==> src/rtl/flag_branch_sequencer.sv <==
`default_nettype none
// ============================================================================
//  Module      : flag_branch_sequencer
//  Description : K2 program-flow sequencer. Owns the program counter, fetches
//                instructions over a req/valid handshake and resolves
//                J / JC / JZ / JNZ / HALT against the registered ALU flags.
//  Revision    : 1.0 - initial release
// ============================================================================
module flag_branch_sequencer #(
  parameter int ADDR_BITS  = 4,
  parameter int INSTR_BITS = 8
) (
  input  logic                  clk,
  input  logic                  rst,
  input  logic                  start,
  input  logic                  c_flag,
  input  logic                  z_flag,
  output logic                  instr_req,
  input  logic                  instr_valid,
  input  logic [INSTR_BITS-1:0] instr,
  output logic [ADDR_BITS-1:0]  pc,
  output logic [INSTR_BITS-1:0] exec_instr,
  output logic                  exec_valid,
  output logic                  taken,
  output logic                  halted
);

  // The opcode nibble sits above the jump target, so the word must hold both.
  generate
    if (INSTR_BITS < ADDR_BITS + 4) begin : g_width_check
      $error("INSTR_BITS must be at least ADDR_BITS+4");
    end
  endgenerate

  typedef enum logic [1:0] {
    S_IDLE  = 2'd0,
    S_FETCH = 2'd1,
    S_EXEC  = 2'd2,
    S_HALT  = 2'd3
  } state_t;

  localparam logic [3:0] OP_J    = 4'b1000;
  localparam logic [3:0] OP_JC   = 4'b1001;
  localparam logic [3:0] OP_JZ   = 4'b1010;
  localparam logic [3:0] OP_JNZ  = 4'b1011;
  localparam logic [3:0] OP_HALT = 4'b1111;

  localparam logic [ADDR_BITS-1:0] PC_ONE = {{(ADDR_BITS-1){1'b0}}, 1'b1};

  state_t                  state_q, state_d;
  logic [ADDR_BITS-1:0]    pc_q, pc_d;
  logic [INSTR_BITS-1:0]   exec_instr_q, exec_instr_d;

  logic [3:0]              opcode;
  logic [ADDR_BITS-1:0]    target;
  logic                    branch_hit;

  assign opcode     = exec_instr_q[INSTR_BITS-1 -: 4];
  assign target     = exec_instr_q[ADDR_BITS-1:0];
  assign pc         = pc_q;
  assign exec_instr = exec_instr_q;

  // Branch condition for the latched instruction; flags are used live, unregistered.
  always_comb begin
    branch_hit = 1'b0;
    case (opcode)
      OP_J:    branch_hit = 1'b1;
      OP_JC:   branch_hit = c_flag;
      OP_JZ:   branch_hit = z_flag;
      OP_JNZ:  branch_hit = ~z_flag;
      default: branch_hit = 1'b0;
    endcase
  end

  // Next-state, PC/instruction update and state-decoded outputs.
  always_comb begin
    state_d      = state_q;
    pc_d         = pc_q;
    exec_instr_d = exec_instr_q;
    instr_req    = 1'b0;
    exec_valid   = 1'b0;
    taken        = 1'b0;
    halted       = 1'b0;
    case (state_q)
      S_IDLE: begin
        if (start) begin
          state_d = S_FETCH;
        end
      end
      S_FETCH: begin
        instr_req = 1'b1;
        if (instr_valid) begin
          exec_instr_d = instr;
          state_d      = S_EXEC;
        end
      end
      S_EXEC: begin
        exec_valid = 1'b1;
        if (opcode == OP_HALT) begin
          // PC is left on the HALT address so software can see where it stopped.
          state_d = S_HALT;
        end else begin
          state_d = S_FETCH;
          if (branch_hit) begin
            taken = 1'b1;
            pc_d  = target;
          end else begin
            pc_d  = pc_q + PC_ONE;
          end
        end
      end
      S_HALT: begin
        halted = 1'b1;
      end
      default: begin
        state_d = S_IDLE;
      end
    endcase
  end

  // State, PC and execute-instruction registers with synchronous reset.
  always_ff @(posedge clk) begin
    if (rst) begin
      state_q      <= S_IDLE;
      pc_q         <= '0;
      exec_instr_q <= '0;
    end else begin
      state_q      <= state_d;
      pc_q         <= pc_d;
      exec_instr_q <= exec_instr_d;
    end
  end

endmodule
`default_nettype wire

==> config.mk <==
export PLATFORM = sky130hd
export DESIGN_NAME = flag_branch_sequencer
export DESIGN_NICKNAME = d
export VERILOG_FILES = /design/src/rtl/flag_branch_sequencer.sv
export SDC_FILE = /design/constraint.sdc
export NUM_CORES = 1
export LEC_CHECK = 0
export ABC_AREA = 0
export BUFFER_PORTS_ARGS = -buffer_cell sky130_fd_sc_hd__buf_2
export CAP_MARGIN = 0
export CORE_UTILIZATION = 30
export DETAILED_ROUTE_END_ITERATION = 10
export GPL_TIMING_DRIVEN = 0
export PLACE_DENSITY = 0.62
export SLEW_MARGIN = 20
export SYNTH_ARGS = -nofsm -noshare
export SYNTH_HDL_FRONTEND = slang
export SYNTH_SLANG_ARGS = --single-unit
==> constraint.sdc <==
create_clock -name clk -period 4.05 [get_ports clk]
set_input_delay 0.2025 -clock clk [delete_from_list [all_inputs] [get_ports clk]]
set_output_delay 0.2025 -clock clk [all_outputs]
set_load 0.02 [all_outputs]
==> Flow_metrics.wiki, run 1 <==
{| class="wikitable"
! Metric !! Value
|-
| Status || finished, final reports clean
|-
| Final antenna-violating net count || 0
|-
| Number of nets at the end of the flow || 146
|-
| Buffer cell driving the clock tree root || clkbuf_4
|-
| Share of the core filled with cells || 42.4%
|-
| Post-Route Hold Slack || between 0.1 and 0.15 ns
|-
| Overall fraction of global-route tracks in use || 14.7%
|-
| Area Growth Syn to Fin || 28.5%
|-
| Critical path origin || state_q[0]
|-
| Antenna cell count || 0
|-
| Number of antenna violations at the first check in global routing || 0
|-
| Standard cell area after detailed placement || 938 um^2
|-
| Wire length of the first global-routing pass || 3.02 mm
|-
| Total CTS buffers || 3
|-
| Post-DP HPWL || ~1.4 mm
|-
| Number of hold violations in the final report || 0
|-
| Clock insertion delay at the later pin of the skew report || about 0.28 ns
|-
| Share of post-route cells with drive strength above 1 || 30.4%
|-
| Minimum period implied by the final worst setup slack || 1.74 ns
|-
| Portion of the post-synthesis area used by sequential elements || a little under two fifths
|-
| Unrepaired setup endpoints after global routing || no
|-
| Commonest non-fill, non-tap cells in the layout || buf_2, nand2_1, dfxtp_1
|-
| Startpoint of the most critical register-to-register path || state_q[0]
|-
| Min-delay worst type || primary input to flop
|-
| Post-Synthesis Net Count || 112
|-
| Die Area || 2730 um^2
|-
| Power density over the cells || 328 nW/um^2
|-
| Initial DRC Count || 13
|-
| Maximum fanout along the worst path || 7
|-
| # clock sinks || 14
|-
| Overall power || 0.319 mW
|-
| Largest net degree at the start of global routing || 11
|-
| TritonCTS clock tree || yes
|-
| Starting utilization of the core area || roughly a third
|-
| Setup slack after placement || 2.38 ns
|-
| Period Utilization, post-route || between 40 and 50%
|-
| Vias || 789
|-
| Data required, critical path || 3.85 ns
|-
| Crit path arrival time || 1.54 ns
|-
| Kind of start point of the critical path || flop
|-
| Synthesized area per cell || about 8.2 um^2
|-
| Die height || 52.3 um
|-
| CTS Hold Buffers Added || 0
|-
| Most frequent standard cell in the layout excluding fill and tap cells || buf_2
|-
| Horizontal die dimension || 52.3 um
|-
| Boundary pin count || 30
|-
| Peak VDD IR || 130 uV
|-
| Count of unique library cells instantiated by Yosys || 23
|-
| Type of destination of the critical path || output pin
|-
| Drt drc || 0
|-
| Vias in the first global route || 691
|-
| Fmax || about 580 MHz
|-
| Row Count || 17
|-
| Wire length per cell after detailed routing || 12.1 um
|-
| Final Wtd Congestion || between 0.7 and 0.8
|-
| Source of the worst hold timing path || rst
|-
| Finished Cell Area || about 970 um^2
|-
| Max Cap Viol || 0
|-
| Number of setup violations in the final report || 0
|-
| Pins over their slew limit || 0
|-
| Final Skew || 0.00271 ns
|-
| Area of the core || 2300 um^2
|-
| Non-filler cells, final || 153
|-
| Reported leakage power || 0.443 nW
|-
| Flip-flop and latch count after synthesis || 14
|-
| Maximum level of the CTS H-tree || 1
|-
| Number of synthesis warnings || 0
|-
| Synthesized netlist cell count || between 90 and 100
|-
| Clock-pin slew on the worst setup and hold paths || 0.09 ns
|-
| Worst-case setup margin in the final layout || 2.31 ns
|-
| Count of placed standard cells including taps || between 100 and 150
|-
| Setup Total Neg Slack || 0 ns
|-
| Vias per inst || between 5 and 6
|-
| Critical path type || flop to output pin
|-
| Relative slew slack || between 60% and 70%
|-
| Number of buffers on the longest clock path || 2
|-
| Number of instances resized during post-cts repair || 0
|-
| Sum of routed wire length over all layers || 1.86 mm
|-
| Global route overflow || 0
|-
| Total of buffers placed on input and output ports || 29
|-
| Actual slew at the worst max-slew pin || 0.469 ns
|-
| Post-CTS Setup Bufs || 0
|-
| Cell area after synthesis || 758 um^2
|-
| Pre-antenna DRT Iters || 4
|}
-- synthesized netlist by cell type (all sizes together) --
library cell | n | area share, %
nand2 | 15 | 7.4
dfxtp | 14 | 37
a21oi | 12 | 7.9
nand3 | 11 | 7.3
ha | 6 | 9.9
inv | 5 | 2.5
nand2b | 5 | 4.1
nand4 | 4 | 4.1
a31oi | 3 | 2.5
a211o | 2 | 2.3
a21o | 2 | 2.0
a22o | 2 | 2.3
clkbuf | 2 | 0.99
nor2 | 2 | 0.99
and2 | 1 | 0.99
buf | 1 | 0.66
nand4b | 1 | 1.2
o211a | 1 | 2.3
o311a | 1 | 1.3
o31ai | 1 | 0.99
or4b | 1 | 1.3
-- flip-flops by register name, summed over array words and instances (netlist names) --
signal      flops
exec_instr      8
pc              4
state_q         2
-- cell type report --
type	count	area, um^2
multi-input cells	70	447
fillers	251	1320
plain buffers	3	12.5
clock buffers	4	36.3
inverters	5	18.8
well taps	28	35.0
flip-flops and latches	14	280
repair buffers	29	145
-- final timing paths --
path	endpoint	slack, ns	cells past startpoint
setup / recovery	taken	2.31	5
hold / removal	pc[0]	0.14	2
setup reg to reg	pc[3]	2.36	6
hold reg to reg	exec_instr[1]	0.48	2
-- per-layer routing --
metal / share of wire [%] / GRT usage, %
met2: 46 / 22.0
met1: 48 / 20.4
met3: 5.7 / 2.61
met4: 0.54 / 6.14
met5: 0 / 0
-- critical path, cell delays in order, from the launching register on --
cell and delay [ns]:
dfxtp_1 0.35, inv_1 0.11, ha_1 0.29, nand2_1 0.21, nor2_1 0.12, buf_2 0.17
-- cell families after synthesis --
family	count (synthesis)	synth area share, %
buffers and inverters	8	4.12
adder cells (fa/ha/maj)	6	9.90
AO/OA/AOI/OAI	24	21.6
AND/OR/NAND/NOR	40	27.4
flip-flops	14	37.0
-- where the power goes --
| group | total, mW | switching [mW] | internal, mW | leakage [nW] |
|---|---|---|---|---|
| clock | 0.102 | 0.0476 | 0.0546 | 0.0210 |
| sequential | 0.154 | 0.00852 | 0.146 | 0.114 |
| combinational | 0.0628 | 0.0385 | 0.0244 | 0.308 |
(Power assumes the default switching activity.)
==> run 2, diff against run 1 <==
--- a/config.mk
+++ b/config.mk
@@ -11,7 +11,7 @@
 export CORE_UTILIZATION = 30
 export DETAILED_ROUTE_END_ITERATION = 10
 export GPL_TIMING_DRIVEN = 0
-export PLACE_DENSITY = 0.62
+export PLACE_DENSITY = 0.64
 export SLEW_MARGIN = 20
 export SYNTH_ARGS = -nofsm -noshare
 export SYNTH_HDL_FRONTEND = slang
==> constraint.sdc (replaced) <==
create_clock -name clk -period 1.45 [get_ports clk]
set_input_delay 0.0725 -clock clk [delete_from_list [all_inputs] [get_ports clk]]
set_output_delay 0.0725 -clock clk [all_outputs]
set_load 0.02 [all_outputs]
==> run 2 against run 1 <==
Via count rose by 5.1%. Clock skew increased by 0.00080 ns. Sequential share of layout area fell by 2.2 points. Clock power rose to 2.7 times the previous value. Highest routed layer is now met3.
==> Flow_metrics.wiki, run 2 (synthesized netlist as in run 1, its figures left out) <==
{| class="wikitable"
! Metric !! Value
|-
| Status || finished, final reports clean
|-
| Cells on worst reg2reg path || 6
|-
| Total CTS buffers || 3
|-
| Routing usage on met3 || 5.22%
|-
| Vias per inst || approximately 5.1
|-
| Global route overflow || 0
|-
| Horizontal die dimension || 52.3 um
|-
| TritonCTS clock tree || yes
|-
| Kind of start point of the critical path || flop
|-
| Pins over their slew limit || 0
|-
| Maximum fanout along the worst path || 3
|-
| Peak VDD IR || 554 uV
|-
| Register-to-register setup slack || 0.04 ns
|-
| Row Count || 17
|-
| Number of hold violations in the final report || 0
|-
| Final antenna-violating net count || 0
|-
| Data required, critical path || about 1.7 ns
|-
| Final Skew || around 0.0035 ns
|-
| Wire length of the first global-routing pass || 3.06 mm
|-
| Overall fraction of global-route tracks in use || 15.3%
|-
| Actual slew at the worst max-slew pin || 0.480 ns
|-
| Area Growth Syn to Fin || 47.5%
|-
| Number of setup violations in the final report || 0
|-
| Number of fill cells || 239
|-
| Post-Route Hold Slack || 0.0308 ns
|-
| Min-Delay Path Depth || 3
|-
| Share of post-route cells with drive strength above 1 || 45.1%
|-
| Antenna cell count || 0
|-
| Die height || about 52 um
|-
| Commonest non-fill, non-tap cells in the layout || buf_2, nand2_1, a21oi_1
|-
| Clock-pin slew on the worst setup and hold paths || 0.09 ns
|-
| Finished Cell Area || between 1000 and 1500 um^2
|-
| Largest net degree at the start of global routing || 11
|-
| Worst Hold End || exec_instr[5]
|-
| Maximum level of the CTS H-tree || 1
|-
| Area of the core || 2300 um^2
|-
| Buffer cell driving the clock tree root || clkbuf_4
|-
| Standard cell area after detailed placement || 955 um^2
|-
| Vias in the first global route || 689
|-
| Most frequent standard cell in the layout excluding fill and tap cells || buf_2
|-
| Total of buffers placed on input and output ports || 29
|-
| Post-DP HPWL || 1.44 mm
|-
| Period Utilization, post-route || 97.6%
|-
| Largest register FFs || 8
|-
| Number of nets at the end of the flow || 154
|-
| Boundary pin count || 30
|-
| Count of placed standard cells including taps || between 100 and 150
|-
| Crit path arrival time || 1.63 ns
|-
| Number of antenna violations at the first check in global routing || 0
|-
| End of the worst register-to-register path || pc[3]
|-
| Clock insertion delay at the later pin of the skew report || 0.27 ns
|-
| Non-filler cells, final || about 160
|-
| Power density over the cells || 823 nW/um^2
|-
| Setup slack after placement || -0.0789 ns
|-
| Initial DRC Count || 12
|-
| Critical path type || flop to flop
|-
| Vias || 829
|-
| Reported leakage power || ~0.50 nW
|-
| Worst-case setup margin in the final layout || roughly 0.035 ns
|-
| # clock sinks || 14
|-
| Die Area || around 2700 um^2
|-
| Minimum period implied by the final worst setup slack || between 1 and 1.5 ns
|-
| Relative slew slack || 68.0%
|-
| Starting utilization of the core area || around a third
|-
| Final Wtd Congestion || between 0.7 and 0.8
|-
| Met2 Track Usage GR || 27.8%
|-
| Sum of routed wire length over all layers || 2.06 mm
|-
| Max Cap Viol || 0
|-
| Startpoint of the most critical register-to-register path || state_q[0]
|-
| GR peak layer || met2
|-
| Min-delay worst type || primary input to flop
|-
| Wire length per cell after detailed routing || 12.8 um
|-
| Pre-antenna DRT Iters || 4
|-
| Type of destination of the critical path || flop
|-
| Drt drc || 0
|-
| Source of the worst hold timing path || instr[5]
|-
| Number of buffers on the longest clock path || 2
|-
| Fmax || just over 700 MHz
|-
| Overall power || a little over 0.9 mW
|-
| Grt met1 use || 17.8%
|}
run 2: changes by cell type in the layout (fill, tap and decap cells not counted), sizes merged:
| cell | before | now |
|---|---|---|
| clkbuf | 6 | 5 |
| buf | 30 | 38 |
| dlygate4sd3 | 0 | 1 |
run 2: area by class of cell:
class / instances / area (um^2) / area share [%]
plain buffers: 3 / 16.3 / 1.45
clock buffers: 4 / 36.3 / 3.24
inverters: 5 / 21.3 / 1.90
multi-input cells: 70 / 503 / 45.0
flip-flops and latches: 14 / 297 / 26.5
well taps: 28 / 35.0 / 3.13
repair buffers: 37 / 210 / 18.8
run 2: where the power goes:
part | internal, mW | switching (mW)
sequential | 0.407 | 0.0289
combinational | 0.0908 | 0.118
clock | 0.153 | 0.123
total | 0.650 | 0.270
run 2: per-stage QoR:
stage / TNS [ns] / util (%)
global route: -0.0142 / 48.7
CTS: 0 / 44.4
global placement: -0.0732 / 41.6
detailed placement: -0.122 / 41.6
finish: 0 / 48.7
floorplan: -0.0176 / -
run 2: timing repair:
item	CTS	global route
hold buffers	0	1
endpoints found under the setup margin	3	4
pin swaps	2	3
endpoints found under the hold margin	0	2
setup buffers	2	5
gates resized for setup	6	14
run 2: per-layer routing:
layer,part of all wire [%],up-vias
li1,-,412
met1,42,391
met3,6.2,0
met2,52,26
met5,0,-
met4,0,0
run 2: worst max-delay path, stage by stage, from the launching register on:
cell     delay [ns]
dfxtp_4        0.36
inv_4          0.06
ha_4           0.13
inv_2          0.03
or4b_1         0.47
a22o_1         0.19
a31oi_1        0.11
run 2: worst max-delay path by stage:
stage	start	to	cells past startpoint
6_report	state_q[0]	pc[3]	6
5_1_grt	exec_instr[5]	taken	5
4_1_cts	state_q[1]	state_q[1]	6
3_5_place_dp	state_q[1]	state_q[1]	6
3_3_place_gp	state_q[1]	state_q[1]	6
2_1_floorplan	state_q[0]	pc[3]	6
